## src/rtl/router_pkg.sv

```systemverilog
// Shared types and helpers for the router packet transmitter.
// Latency: n/a (package only).
// Backpressure: n/a (package only).
// Contents: tx_state_t FSM encoding, field widths, illegal address code and the header packing helper.
package router_pkg;

  typedef enum logic [2:0] {
    IDLE,
    LOAD,
    HEADER,
    PAYLOAD,
    PARITY,
    GAP
  } tx_state_t;

  localparam int ADDR_W = 2;
  localparam int LEN_W  = 6;
  localparam int DATA_W = 8;

  localparam logic [ADDR_W-1:0] ADDR_ILLEGAL = 2'd3;

  // Header byte as the router expects it: length in the top six bits, port in the bottom two.
  function automatic logic [DATA_W-1:0] hdr(input logic [LEN_W-1:0]  len,
                                            input logic [ADDR_W-1:0] addr);
    return {len, addr};
  endfunction

endpackage

```

## src/rtl/router_tx_buf.sv

```systemverilog
// Payload staging buffer: one write port, one combinational read port, no storage reset.
// Latency: write lands on the clock edge; read data follows rd_addr in the same cycle.
// Backpressure: none; the owner only writes while it is accepting payload.
// Ports: clk; wr_en/wr_addr/wr_data write port; rd_addr/rd_data asynchronous read port.
module router_tx_buf
  import router_pkg::*;
#(
  parameter int DEPTH = 64,
  parameter int AW    = 6,
  parameter int DW    = DATA_W
) (
  input  logic          clk,
  input  logic          wr_en,
  input  logic [AW-1:0] wr_addr,
  input  logic [DW-1:0] wr_data,
  input  logic [AW-1:0] rd_addr,
  output logic [DW-1:0] rd_data
);

  // Contents are only ever read after being written for the current packet,
  // so the array carries no reset.
  logic [DW-1:0] mem [DEPTH];

  always_ff @(posedge clk) begin
    if (wr_en) begin
      mem[wr_addr] <= wr_data;
    end
  end

  assign rd_data = mem[rd_addr];

endmodule

```

## src/rtl/router_pkt_tx.sv

```systemverilog
// Packet source for the 1x3 router: take a request, buffer the payload, send header/payload/parity.
// Latency: header appears the cycle after the last payload byte is written; one byte per busy=0 edge.
// Backpressure: busy=1 freezes data/pkt_valid; req_ready only in IDLE, pay_ready only in LOAD.
// Ports: clk, rst (sync, active-high); req_valid/req_ready/req_addr/req_len/corrupt_par request;
//        pay_valid/pay_ready/pay_data payload; busy, err from router; data, pkt_valid to router;
//        req_err, tx_done status pulses; err_cnt saturating count of err rising edges.
module router_pkt_tx
  import router_pkg::*;
#(
  parameter int MAX_LEN    = 64,
  parameter int GAP_CYCLES = 2
) (
  input  logic              clk,
  input  logic              rst,
  input  logic              req_valid,
  output logic              req_ready,
  input  logic [ADDR_W-1:0] req_addr,
  input  logic [LEN_W-1:0]  req_len,
  input  logic              corrupt_par,
  input  logic              pay_valid,
  output logic              pay_ready,
  input  logic [DATA_W-1:0] pay_data,
  input  logic              busy,
  input  logic              err,
  output logic [DATA_W-1:0] data,
  output logic              pkt_valid,
  output logic              req_err,
  output logic              tx_done,
  output logic [7:0]        err_cnt
);

  // Gap counter is 8 bits wide, so GAP_CYCLES is limited to 256.
  localparam int GAP_LAST = (GAP_CYCLES > 0) ? GAP_CYCLES - 1 : 0;

  tx_state_t         state;
  logic [LEN_W-1:0]  len_q;
  logic [ADDR_W-1:0] addr_q;
  logic              corrupt_q;
  logic [LEN_W-1:0]  wptr;
  logic [LEN_W-1:0]  rptr;
  logic [DATA_W-1:0] parity;
  logic [7:0]        gap_cnt;
  logic              err_d;

  logic              buf_wr_en;
  logic [LEN_W-1:0]  buf_rd_addr;
  logic [DATA_W-1:0] buf_rd_data;

  // Because data is registered, the buffer is read one byte ahead: in HEADER
  // we fetch byte 0, in PAYLOAD the byte after the one currently on the wire.
  always_comb begin
    buf_rd_addr = rptr + LEN_W'(1);
    if (state == HEADER) begin
      buf_rd_addr = '0;
    end
  end

  assign buf_wr_en = (state == LOAD) && pay_valid && pay_ready;

  router_tx_buf #(
    .DEPTH (MAX_LEN),
    .AW    (LEN_W),
    .DW    (DATA_W)
  ) u_buf (
    .clk     (clk),
    .wr_en   (buf_wr_en),
    .wr_addr (wptr),
    .wr_data (pay_data),
    .rd_addr (buf_rd_addr),
    .rd_data (buf_rd_data)
  );

  always_ff @(posedge clk) begin
    if (rst) begin
      state     <= IDLE;
      len_q     <= '0;
      addr_q    <= '0;
      corrupt_q <= 1'b0;
      wptr      <= '0;
      rptr      <= '0;
      parity    <= '0;
      gap_cnt   <= '0;
      err_d     <= 1'b0;
      err_cnt   <= '0;
      data      <= '0;
      pkt_valid <= 1'b0;
      req_ready <= 1'b0;
      pay_ready <= 1'b0;
      req_err   <= 1'b0;
      tx_done   <= 1'b0;
    end else begin
      req_err <= 1'b0;
      tx_done <= 1'b0;

      // Error monitor runs in every state, independent of the transmit FSM.
      err_d <= err;
      if (err && !err_d && (err_cnt != 8'hFF)) begin
        err_cnt <= err_cnt + 8'd1;
      end

      case (state)
        IDLE: begin
          req_ready <= 1'b1;
          if (req_valid && req_ready) begin
            if ((req_len == '0) || (req_addr == ADDR_ILLEGAL)) begin
              req_err <= 1'b1;
            end else begin
              len_q     <= req_len;
              addr_q    <= req_addr;
              corrupt_q <= corrupt_par;
              // The header byte is part of the parity, so seed with it.
              parity    <= hdr(req_len, req_addr);
              wptr      <= '0;
              req_ready <= 1'b0;
              pay_ready <= 1'b1;
              state     <= LOAD;
            end
          end
        end

        LOAD: begin
          if (pay_valid && pay_ready) begin
            parity <= parity ^ pay_data;
            wptr   <= wptr + LEN_W'(1);
            if (wptr == len_q - LEN_W'(1)) begin
              pay_ready <= 1'b0;
              data      <= hdr(len_q, addr_q);
              pkt_valid <= 1'b1;
              state     <= HEADER;
            end
          end
        end

        HEADER: begin
          if (!busy) begin
            rptr  <= '0;
            data  <= buf_rd_data;
            state <= PAYLOAD;
          end
        end

        PAYLOAD: begin
          if (!busy) begin
            if (rptr == len_q - LEN_W'(1)) begin
              data      <= parity ^ {{(DATA_W-1){1'b0}}, corrupt_q};
              pkt_valid <= 1'b0;
              state     <= PARITY;
            end else begin
              rptr <= rptr + LEN_W'(1);
              data <= buf_rd_data;
            end
          end
        end

        PARITY: begin
          if (!busy) begin
            tx_done <= 1'b1;
            data    <= '0;
            if (GAP_CYCLES == 0) begin
              req_ready <= 1'b1;
              state     <= IDLE;
            end else begin
              gap_cnt <= '0;
              state   <= GAP;
            end
          end
        end

        GAP: begin
          if (gap_cnt == 8'(GAP_LAST)) begin
            req_ready <= 1'b1;
            state     <= IDLE;
          end else begin
            gap_cnt <= gap_cnt + 8'd1;
          end
        end

        default: begin
          data      <= '0;
          pkt_valid <= 1'b0;
          pay_ready <= 1'b0;
          req_ready <= 1'b0;
          state     <= IDLE;
        end
      endcase
    end
  end

endmodule
```

## config.mk

```make
export PLATFORM = sky130hd
export DESIGN_NAME = router_pkt_tx
export DESIGN_NICKNAME = d
export VERILOG_FILES = /design/src/rtl/router_pkg.sv /design/src/rtl/router_tx_buf.sv /design/src/rtl/router_pkt_tx.sv
export SDC_FILE = /design/constraint.sdc
export NUM_CORES = 1
export LEC_CHECK = 0
export CORE_MARGIN = 2
export CORE_UTILIZATION = 45
export DETAILED_ROUTE_END_ITERATION = 6
export PLACE_DENSITY_LB_ADDON = 0.08
export RECOVER_POWER = 50
export SYNTH_ARGS = -nofsm -noshare
export SYNTH_HDL_FRONTEND = slang
export SYNTH_SLANG_ARGS = --single-unit
export TNS_END_PERCENT = 100
```

## constraint.sdc

```tcl
create_clock -name clk -period 3.3 [get_ports clk]
set_input_delay 0.33 -clock clk [delete_from_list [all_inputs] [get_ports clk]]
set_output_delay 0.33 -clock clk [all_outputs]
set_load 0.02 [all_outputs]
```

## Word level (Yosys, flattened, before mapping)

Memory sizes are Yosys's and may differ from the RTL's.
Cells that the tools add are included.

- Flip-flop bits (word level): 62
- Bits in writable memories: 512
- Output and inout port bits: 21
- Word-level logic and storage cells: 130
- Memories: 1

Memory list:

| name | depth | width | read ports | clocked after Yosys merged registers in | wr ports | RTL line | source |
|---|---|---|---|---|---|---|---|
| u_buf.mem | 64 | 8 | 1 | 0 | 1 | router_tx_buf.sv:22 | `logic [DW-1:0] mem [DEPTH];` |

- Add/subtract/negate cells: 5
- Equality and inequality tests: 21
- Muxes and demuxes: 49
- Bitwise logic cells: 10
- Reduce and logical (&&, ||, !) cells: 28

Operators by type and width:

| kind | number |
|---|---|
| $mux 8 | 10 |
| $mux 6 | 7 |
| $pmux 8 s5 | 1 |
| $pmux 8 s2 | 2 |
| $mux 3 | 9 |
| $pmux 6 s2 | 2 |
| $ne 2x2->1 const B | 9 |
| $pmux 3 s6 | 1 |
| $add 8x1->8 const B | 2 |
| $mux 1 | 14 |
| $add 6x1->6 const B | 2 |
| $eq 6x6->1 | 2 |
| $reduce_or 4->1 | 3 |
| $reduce_and 5->1 | 2 |
| $pmux 1 s3 | 3 |
| $reduce_and 9->1 | 1 |
| $eq 8x1->1 const B | 1 |
| $ne 8x8->1 const B | 1 |
| $not 1->1 | 8 |
| $reduce_and 4->1 | 2 |
| $xor 8x1->8 | 1 |
| $xor 8x8->8 | 1 |
| $eq 3x2->1 const B | 2 |
| $eq 3x3->1 const B | 2 |
| other kinds (15) | 25 |

## Depth between registers and ports, before layout

Gate-level depths: netlist (run 1).
An unclocked memory read counts as a cell.

- Depth after elaboration: 6
- Depth in mapped cells: 13
- Gate-level depth less buffers: 10

## Cells and area by module

Synthesis (run 1) repeated with hierarchy kept, for this count alone.

- Cell total of the unflattened synthesis: 1,368
- Area, all modules: 23,596.4 sq um

By module, submodules not included:

| module | times used | cells each | area an instance (sq um) |
|---|---|---|---|
| router_tx_buf | 1 | 932 | 20,010.4 |
| router_pkt_tx | 1 | 436 | 3,585.9 |

## Worst setup path before layout (run 1)

No wires, ideal clock.

- Path kind: register -> register
- Start: reg rptr[1]
- End: reg data[5]
- Data arrival time: 2.403 ns
- Data required time: 3.186 ns
- Setup slack: 0.783 ns
- Cell stages (with the launch flop): 12
- Cell sequence: dfxtp_1 ha_1 buf_2 xor2_2 buf_2 mux2i_1 o21ai_0 a211oi_1 a211oi_1 a311oi_1 a21oi_1 a21o_1

- Longest elaborated chain between the ends: 6
- Elaborated cells on any way between the ends: 8

Ends and longest elaborated chain:

| what | RTL line | source |
|---|---|---|
| start: declaration | router_pkt_tx.sv:40 | `logic [LEN_W-1:0] rptr;` |
| start signal: assignment | router_pkt_tx.sv:149 | `rptr <= rptr + LEN_W'(1);` |
| $add 6x1->6 | router_pkt_tx.sv:52 | `buf_rd_addr = rptr + LEN_W'(1);` |
| $mux 6 | router_pkt_tx.sv:53 | `if (state == HEADER) begin` |
| $mem_v2 64x8 | -- |  |
| $mux 8 | router_pkt_tx.sv:144 | `if (rptr == len_q - LEN_W'(1)) begin` |
| $mux 8 | router_pkt_tx.sv:143 | `if (!busy) begin` |
| $pmux 8 s5 * | router_pkt_tx.sv:101 | `case (state)` |
| end signal: assignment | router_pkt_tx.sv:137 | `data <= buf_rd_data;` |
| end signal: assignment | router_pkt_tx.sv:145 | `data <= parity ^ {{(DATA_W-1){1'b0}}, corrupt_q};` |
| end signal: assignment | router_pkt_tx.sv:150 | `data <= buf_rd_data;` |
| end: declaration | router_pkt_tx.sv:25 | `output logic [DATA_W-1:0] data,` |

Every way passes the cells marked *; elsewhere a longest branch is shown, timed or not. The select of a mux whose other input is x is not followed.
A chain may end at the register's enable or synchronous reset.

## Worst setup path after layout (run 1)

- Start: reg state[2]
- End: reg data[4]

- Longest elaborated chain between the ends: 6
- Elaborated cells on any way between the ends: 20

Ends and longest elaborated chain:

| what | RTL line | source |
|---|---|---|
| start: declaration | router_pkt_tx.sv:35 | `tx_state_t state;` |
| start signal: assignment | router_pkt_tx.sv:75 | `state <= IDLE;` |
| start signal: assignment | router_pkt_tx.sv:116 | `state <= LOAD;` |
| start signal: assignment | router_pkt_tx.sv:129 | `state <= HEADER;` |
| $eq 3x2->1 | router_pkt_tx.sv:53, router_pkt_tx.sv:101 |  |
| $mux 6 | router_pkt_tx.sv:53 |  |
| $mem_v2 64x8 | -- |  |
| $mux 8 | router_pkt_tx.sv:144 |  |
| $mux 8 | router_pkt_tx.sv:143 |  |
| $pmux 8 s5 | router_pkt_tx.sv:101 |  |

Parallel ways exist; a longest one is shown, timed or not. The select of a mux whose other input is x is not followed.

==> results by stage, run 1 <==
Clocking:
- In this run the deepest clock path goes through 3 buffers.
- After clock tree synthesis, the clock-pin slew on the worst setup and hold paths is 0.06 ns.
- Buffers inserted during clock tree synthesis total 60.
- The clock reaches the later pin of the worst-skew pair after 0.64 ns.
- The number of levels in the clock H-tree is 2.
- The TritonCTS clock tree is done.
- The number of instances resized during post-cts repair is 0.
- Clock tree synthesis selected as its root buffer the cell clkbuf_16.
- Counting every sink on the clock net gives 574.

Synth:
- The most common cell in the synthesized netlist is edfxtp_1.
- After synthesis, the most frequently instantiated cells are edfxtp_1, nand2_1, nor2_1.
- The share of synthesized area in the top cell type comes to 0.6409.
- The combinational family with the most area after synthesis is compound AO/OA/AOI/OAI gates.
- By area the synthesized netlist is led by edfxtp_1, dfxtp_1, mux2i_1.
- The average cell area after synthesis is ~14 sq um.
- Of the total synthesized cell area, the portion taken by AND, OR, NAND and NOR gates is 0.09446.
- Synthesis produced a netlist whose cell count is between 1500 and 2000.
- The dominant cell type by area after synthesis is edfxtp_1.
- The most used flip-flop cell after synthesis is edfxtp_1.
- In the synthesized netlist the async set-or-reset flop fraction comes to 0.
- The complex-gate fraction of the synthesized area was 0.1093.
- The share of the yosys chip area belonging to registers is 0.6926.
- The summed instance area of the synthesized netlist is 0.02399 sq mm.
- The fraction of synthesized area in multiplexers is 0.06081.
- Counting distinct cell types in the post-synthesis netlist gives 91.
- The Yosys step of the flow raised 0 warnings.
- Of the total synthesized cell area, the portion taken by XOR and XNOR cells is 0.01382.
- The number of synthesized flops with an enable pin is between 500 and 600.
- The synthesis-stage register bit count is 574.
- The adder-cell share of the synthesized area is 0.003129.
- The number of nets handed over by synthesis was 1758.

Floorplanning:
- After floorplanning, the core was sized to cover 0.05266 sq mm.
- Row generation in the floorplan step produced 84 rows.
- The die covers ~0.055 sq mm.
- The initial standard-cell utilization of the core is 0.4556.
- The die span in y is 234.9 microns.
- The floorplan step set the die width to 234.9 microns.
- 44 I/O pins were placed.

Placement:
- Prior to clock tree synthesis, the placed netlist has a worst setup slack of 0.1409 ns.
- Once detailed placement completed, the half-perimeter wirelength came to 47670 microns.
- In this run the tool buffered the top-level ports with between 40 and 50 buffer cells.
- The global placer's final weighted congestion is ~0.91.
- After detailed placement, the total cell area comes to 0.02615 sq mm.

Drt:
- The violation count after the first detailed-route iteration is 1647.
- The post-route antenna net violation count is 0.
- The per-cell via count in the routed design is between 6 and 7.
- In the final routed layout, each cell accounts on average for 27.73 microns.
- Wires add up to 72760 microns.
- The iteration count of the initial detailed-routing pass is 5.
- The DRC violation count after routing is 0.
- Detailed routing inserted a total of 15900 vias.

Pwr:
- Dividing total power by cell area gives a power density of 529.7 mW/mm^2.
- The static leakage is 9.104 nW.
- IR analysis of the VDD net gives a maximum drop of between 0.0003 and 0.0004 V.

Timing:
- Hold is met by 0.2956 ns.
- The sum of negative setup slack is 0 ns.
- Setup repair after global routing left no endpoint under its margin.
- The slack of the critical path is 0.1594 ns.
- The count of endpoints failing hold in the final timing report is 0.
- At the pin with the least slew margin, the transition time is 2.844 ns.
- Static timing analysis puts the maximum clock frequency at roughly 320 MHz.
- Across the routed clock network, the largest skew measured is around 0.022 ns.
- Setup violations remaining at the end of the flow were counted as 0.
- The worst pin sits at a relative slew slack of -0.8962.
- The final period utilization is 0.9517.
- The smallest clock period supported by the final layout is computed as 3.141 ns.
- The final number of max-transition violations is 417.

Global route:
- The total congestion overflow is 0.
- The first-pass GRT wire length is 106300 microns.
- Entering global routing, the biggest net connects 53 pins.
- The number of global-route vias before repair is 15560.
- The total global-route track usage is 0.2605.
- The initial antenna violation count is 2.

Flow run:
- Max-cap violations in this run came to 11.

Final layout:
- For this run, the post-layout net count is 1921.
- The cell area after layout is 0.02796 sq mm.
- The number of antenna diodes is 0.
- The fraction of final layout cells with drive strength greater than 1 is 0.1643.
- Relative to the synthesized area, the layout overhead comes to 16.57%.
- The fill cell instance count of the final layout is around 4400.

Critical path:
- STA classifies the critical path startpoint as a flop.
- The category of the worst setup path capture point is a flop.
- The worst setup path is of the reg -> reg kind.
- At the worst endpoint, the arrival time is 3.63 ns.
- The maximum fanout count along the critical path is 34.
- The required time reported for the critical path endpoint is 3.79 ns.

Worst hold path:
- The type of the tightest min-delay check is in -> reg.

Run status:
- The checks that failed: capacitance limit, slew limit.
- The flow ran to the end, but the final reports show violations.
-- stage by stage --
stage / instances / util / power [mW]
6_report: 2624 / 0.5311 / 14.81
4_1_cts: 2622 / 0.5326 / 14.93
2_1_floorplan: 1729 / - / 8.219
3_3_place_gp: 2515 / 0.4966 / 8.429
3_5_place_dp: 2515 / 0.4966 / 8.435
5_1_grt: 2624 / 0.5311 / 15.20
-- state kept, by name, summed over array words and instances (netlist names) --
| signal | flops |
|---|---|
| req_err | 1 |
| state | 3 |
| tx_done | 1 |
| err_cnt | 8 |
| err_d | 1 |
| pkt_valid | 1 |
| wptr | 6 |
| data | 8 |
| len_q | 6 |
| parity | 8 |
| corrupt_q | 1 |
| pay_ready | 1 |
| gap_cnt | 8 |
| req_ready | 1 |
| u_buf.mem | 512 |
| addr_q | 2 |
| rptr | 6 |
-- path summary, 6_finish.rpt --
check	to	slack, ns	cells after the start	start
worst max-delay path	data[4]	0.16	8	state[2]
worst min-delay path	err_d	0.30	2	err
worst max register to register	data[4]	0.16	8	state[2]
worst min register to register	pkt_valid	0.48	2	pkt_valid
-- layer usage --
metal | track usage | part of all wire
met3 | 0.04958 | 0.074
met4 | 0.08918 | 0.037
met5 | 0 | 0
met2 | 0.4080 | 0.46
met1 | 0.3661 | 0.43
-- cell families after synthesis --
group / Yosys count
adders and majority gates: 6
xor gates and xnor gates: 33
muxes: 115
DFF: 574
and+or+nand+nor: 479
AOI/OAI and AO/OA: 397
buffers and inverters: 125
-- area by class of cell --
class	count	area [sq um]	area share
multi-input combinational	1030	6812	0.2436
clock inverter	29	222.7	0.007964
tap	688	860.8	0.03078
inverter	8	31.28	0.001119
clock buffer	77	1662	0.05942
timing repair buffer	218	1757	0.06282
sequential	574	16620	0.5943
-- worst max-delay path, stage by stage (launching register included) --
cell and delay [ns]:
dfxtp_1 0.35, or3b_2 0.70, nand2_8 0.32, buf_4 0.31, nand3_1 0.10, a21oi_1 0.24, o21ai_0 0.27, a21oi_1 0.55
o21ai_1 0.13
-- cell usage in the layout (no fill, tap or decap), types with 11 or more instances in the layout --
master,instances
o22ai_1,19
buf_4,148
a22oi_1,19
dfxtp_1,61
mux2i_1,76
mux4_2,23
a221oi_1,35
or3_1,12
clkinv_1,11
dlygate4sd3_1,17
a211oi_1,22
clkbuf_1,33
clkbuf_16,63
o21ai_0,65
xor2_1,16
a21oi_1,117
o221ai_1,14
clkinv_2,13
nand2_1,152
nand3_1,55
edfxtp_1,512
nor2_1,144
nand4_1,12
nor3_1,28
a31oi_1,21
clkdlybuf4s50_1,18
xnor2_1,12
mux2_2,16
-- timing repair --
item	CTS	global route
hold buffers	1	0
endpoints found under the hold margin	5	0
buffers inserted	0	2
endpoints found under the setup margin	0	1
-- power breakdown --
group / internal [mW] / total [mW] / switching (mW) / leakage (nW)
sequential: 7.93 / 7.95 / 0.0225 / 5.10
clock: 3.75 / 6.54 / 2.78 / 0.939
combinational: 0.0909 / 0.326 / 0.235 / 3.06
total: 11.8 / 14.8 / 3.04 / 9.10
Power figures use the tool's default switching activity.
==> inputs of run 2 (changes only) <==
Settings changed: SKIP_CTS_REPAIR_TIMING set to 1.
==> run 2 against run 1 <==
Effect of this change:
- the flow still finishes with violations (capacitance limit, slew limit)
- die area did not move
- cell area about the same
- cell count about the same
- clock power about the same
- count of clock-buffer cells in the layout is the same
- non-clock buffer count is 1 lower
==> results by stage, run 2 (synthesis results as in run 1) <==
Run status:
- The flow ran to the end, but the final reports show violations.
- The checks that failed: capacitance limit, slew limit.

Placement:
- Once placement completed, the tool counted placed cells totaling 2515.
- At the end of routability-driven placement, the weighted congestion stood at 0.9121.
- The count of buffers inserted at the top-level ports is 43.
- The area after detailed placement is 0.02615 sq mm.
- Detailed placement ended at an HPWL of ~48000 microns.

Critical path:
- The worst flop-to-flop path endpoint is data[4].
- Among cell families on the critical path, the largest total delay comes from compound AO/OA/AOI/OAI gates.
- Counting both buffers and inverters, the worst setup path holds a total of 1.
- The critical path class is reg -> reg.
- The slowest stage of the critical path belongs to the cell or3b_2.
- The critical path goes through or3b_2, nand2_8, buf_4, nand3_1, a21oi_1, o21ai_0, a21oi_1, o21ai_1.
- The reg-to-reg critical path startpoint is state[2].
- STA puts the critical path data required time at approximately 3.8 ns.
- The worst setup path is captured at a flop.
- The most numerous cell type found on the critical path is a21oi_1.
- The worst endpoint data arrival time is 3.63 ns.
- The worst setup path is launched from a flop.
- The maximum fanout count along the critical path is 34.
- The register-to-register setup slack is 0.16 ns.
- On the worst path, the slowest cell contributes a delay of approximately 0.70 ns.
- Measured in cells, the most critical reg-to-reg path has a length of 8.

Global route:
- The layer with the highest usage after global routing is met2.
- The total congestion overflow is 0.
- In the global route stage, met2 resource usage came out at 0.4080.
- The met3 usage is 0.04969.
- The maximum number of pins on one net before global-route repair is between 50 and 60.
- The number of global-route vias before repair is 15560.
- The total global-route track usage is 0.2605.
- The initial antenna violation count is 2.
- The first global-routing pass estimated between 100000 and 150000 microns of wire.
- For met1 alone, demand over resource in global routing was 0.3660.

Drt:
- The pre-antenna-repair detailed-routing pass consisted of 5 iterations.
- The violation count after the first detailed-route iteration is 1661.
- The per-cell via count in the routed design is ~6.1.
- The average wire per cell in the routed design is 27.77 microns.
- The final wirelength is 72850 microns.
- Across all layers, the routed design uses 15980 vias.
- The DRC violation count after routing is 0.
- The post-route antenna net violation count is 0.

Clocking:
- The master cell of the clock root buffer is clkbuf_16.
- The number of buffers created by CTS is 60.
- Clock-pin slew was measured on the worst setup and hold paths at 0.07 ns.
- In this run the deepest clock path goes through 3 buffers.
- The insertion delay of the later-clocked pin in the worst-skew pair is roughly 0.64 ns.
- TritonCTS built the clock tree.
- The number of levels in the clock H-tree is 2.
- The count of clock tree sinks is 574.

Final layout:
- The register with the most flip-flops in the layout has 512 of them.
- Measured on the finished design, the core utilization comes to 0.5306.
- In the layout the commonest cells are edfxtp_1, nand2_1, buf_4.
- The repair_antennas step left the layout with diodes totalling 0.
- Compared with the post-synthesis result, the final layout area differs by 16.47%.
- The cell area after layout is 0.02794 sq mm.
- The fraction of final layout cells with drive strength greater than 1 is 0.1623.
- The number of nets in the layout is between 1500 and 2000.
- More flip-flops sit in one register than any other, and that register is u_buf.mem.
- The library cell used most frequently in the layout, excluding fill and tap cells, is edfxtp_1.
- The finished layout holds around 2600 standard cells, fillers aside.

Timing:
- The final setup violation count is 0.
- For the finished layout, the period the worst path requires is about 3.1 ns.
- The smallest hold slack is approximately 0.13 ns.
- Setup repair after global routing left no endpoint under its margin.
- The final period utilization is 0.9517.
- Timing would allow up to between 300 and 400 MHz.
- For the final database, setup skew stands at 0.01960 ns.
- The final number of max-transition violations is 417.
- The worst relative slew slack is -0.9378.
- The actual transition at the worst max-transition pin is 2.907 ns.
- The sum of negative setup slack is 0 ns.
- The count of endpoints failing hold in the final timing report was 0.

Pwr:
- IR analysis of the VDD net gives a maximum drop of 0.0003781 V.
- The static leakage is 9.086 nW.
- Power spread over the standard cell area amounts to between 500 and 600 mW/mm^2.

Floorplanning:
- For this configuration, the core starts out at a cell density of 0.4556.
- From bottom edge to top edge, the die measures 234.9 microns.
- The total area inside the core boundary comes to 0.05266 sq mm.
- The area enclosed by the die boundary is 0.05517 sq mm.
- The row count is 84.
- 44 I/O pins were placed.
- From left edge to right edge, the die measures roughly 230 microns.

Worst hold path:
- Counting instances, the worst hold path has a depth of 2.
- The type of the tightest min-delay check is in -> reg.
- The worst hold path begins at rst.
- The worst hold path endpoint is rptr[2].

Flow run:
- Across the run, the number of max-cap violations was 11.
## run 2: changes by cell type in the layout (fill, tap and decap cells not counted), sizes merged
cell / before / now
dlygate4sd3: 17 / 16
buf: 159 / 156
clkbuf: 101 / 104
## run 2: how the worst max path moves through the flow
stage	start	endpoint	slack, ns	cells past startpoint
after floorplan	rptr[1]	data[5]	0.78	11
after detailed placement	state[2]	data[7]	0.14	10
after global routing	len_q[0]	data[6]	0.12	10
after CTS	state[2]	data[7]	0.13	10
after global placement	state[2]	data[7]	0.09	10
final	state[2]	data[4]	0.16	8
## run 2: metrics by stage
step | total power, mW | worst slack, ns
after floorplan | 8.219 | 0.7827
after global placement | 8.429 | 0.09311
after detailed placement | 8.435 | 0.1409
after CTS | 14.93 | 0.1328
after global routing | 15.20 | 0.1168
final | 14.81 | 0.1594
## run 2: final cells by class
cell class	instances	area (sq um)
Fill cell	4417	24720
Inverter	8	31.28
Sequential cell	574	16620
Multi-Input combinational cell	1030	6807
Timing Repair Buffer	217	1738
Clock inverter	29	222.7
Clock buffer	77	1662
Tap cell	688	860.8
## run 2: where the power goes
| group | total (mW) | leakage, nW | switching [mW] | internal (mW) |
|---|---|---|---|---|
| Combinational | 0.323 | 3.04 | 0.234 | 0.0886 |
| Sequential | 7.95 | 5.10 | 0.0227 | 7.93 |
| Clock | 6.54 | 0.939 | 2.79 | 3.75 |
## run 2: metal layers
layer	vias up	part of all wire
li1	7028	-
met1	8062	0.43
met2	727	0.46
met3	158	0.075
met4	0	0.038
met5	-	0
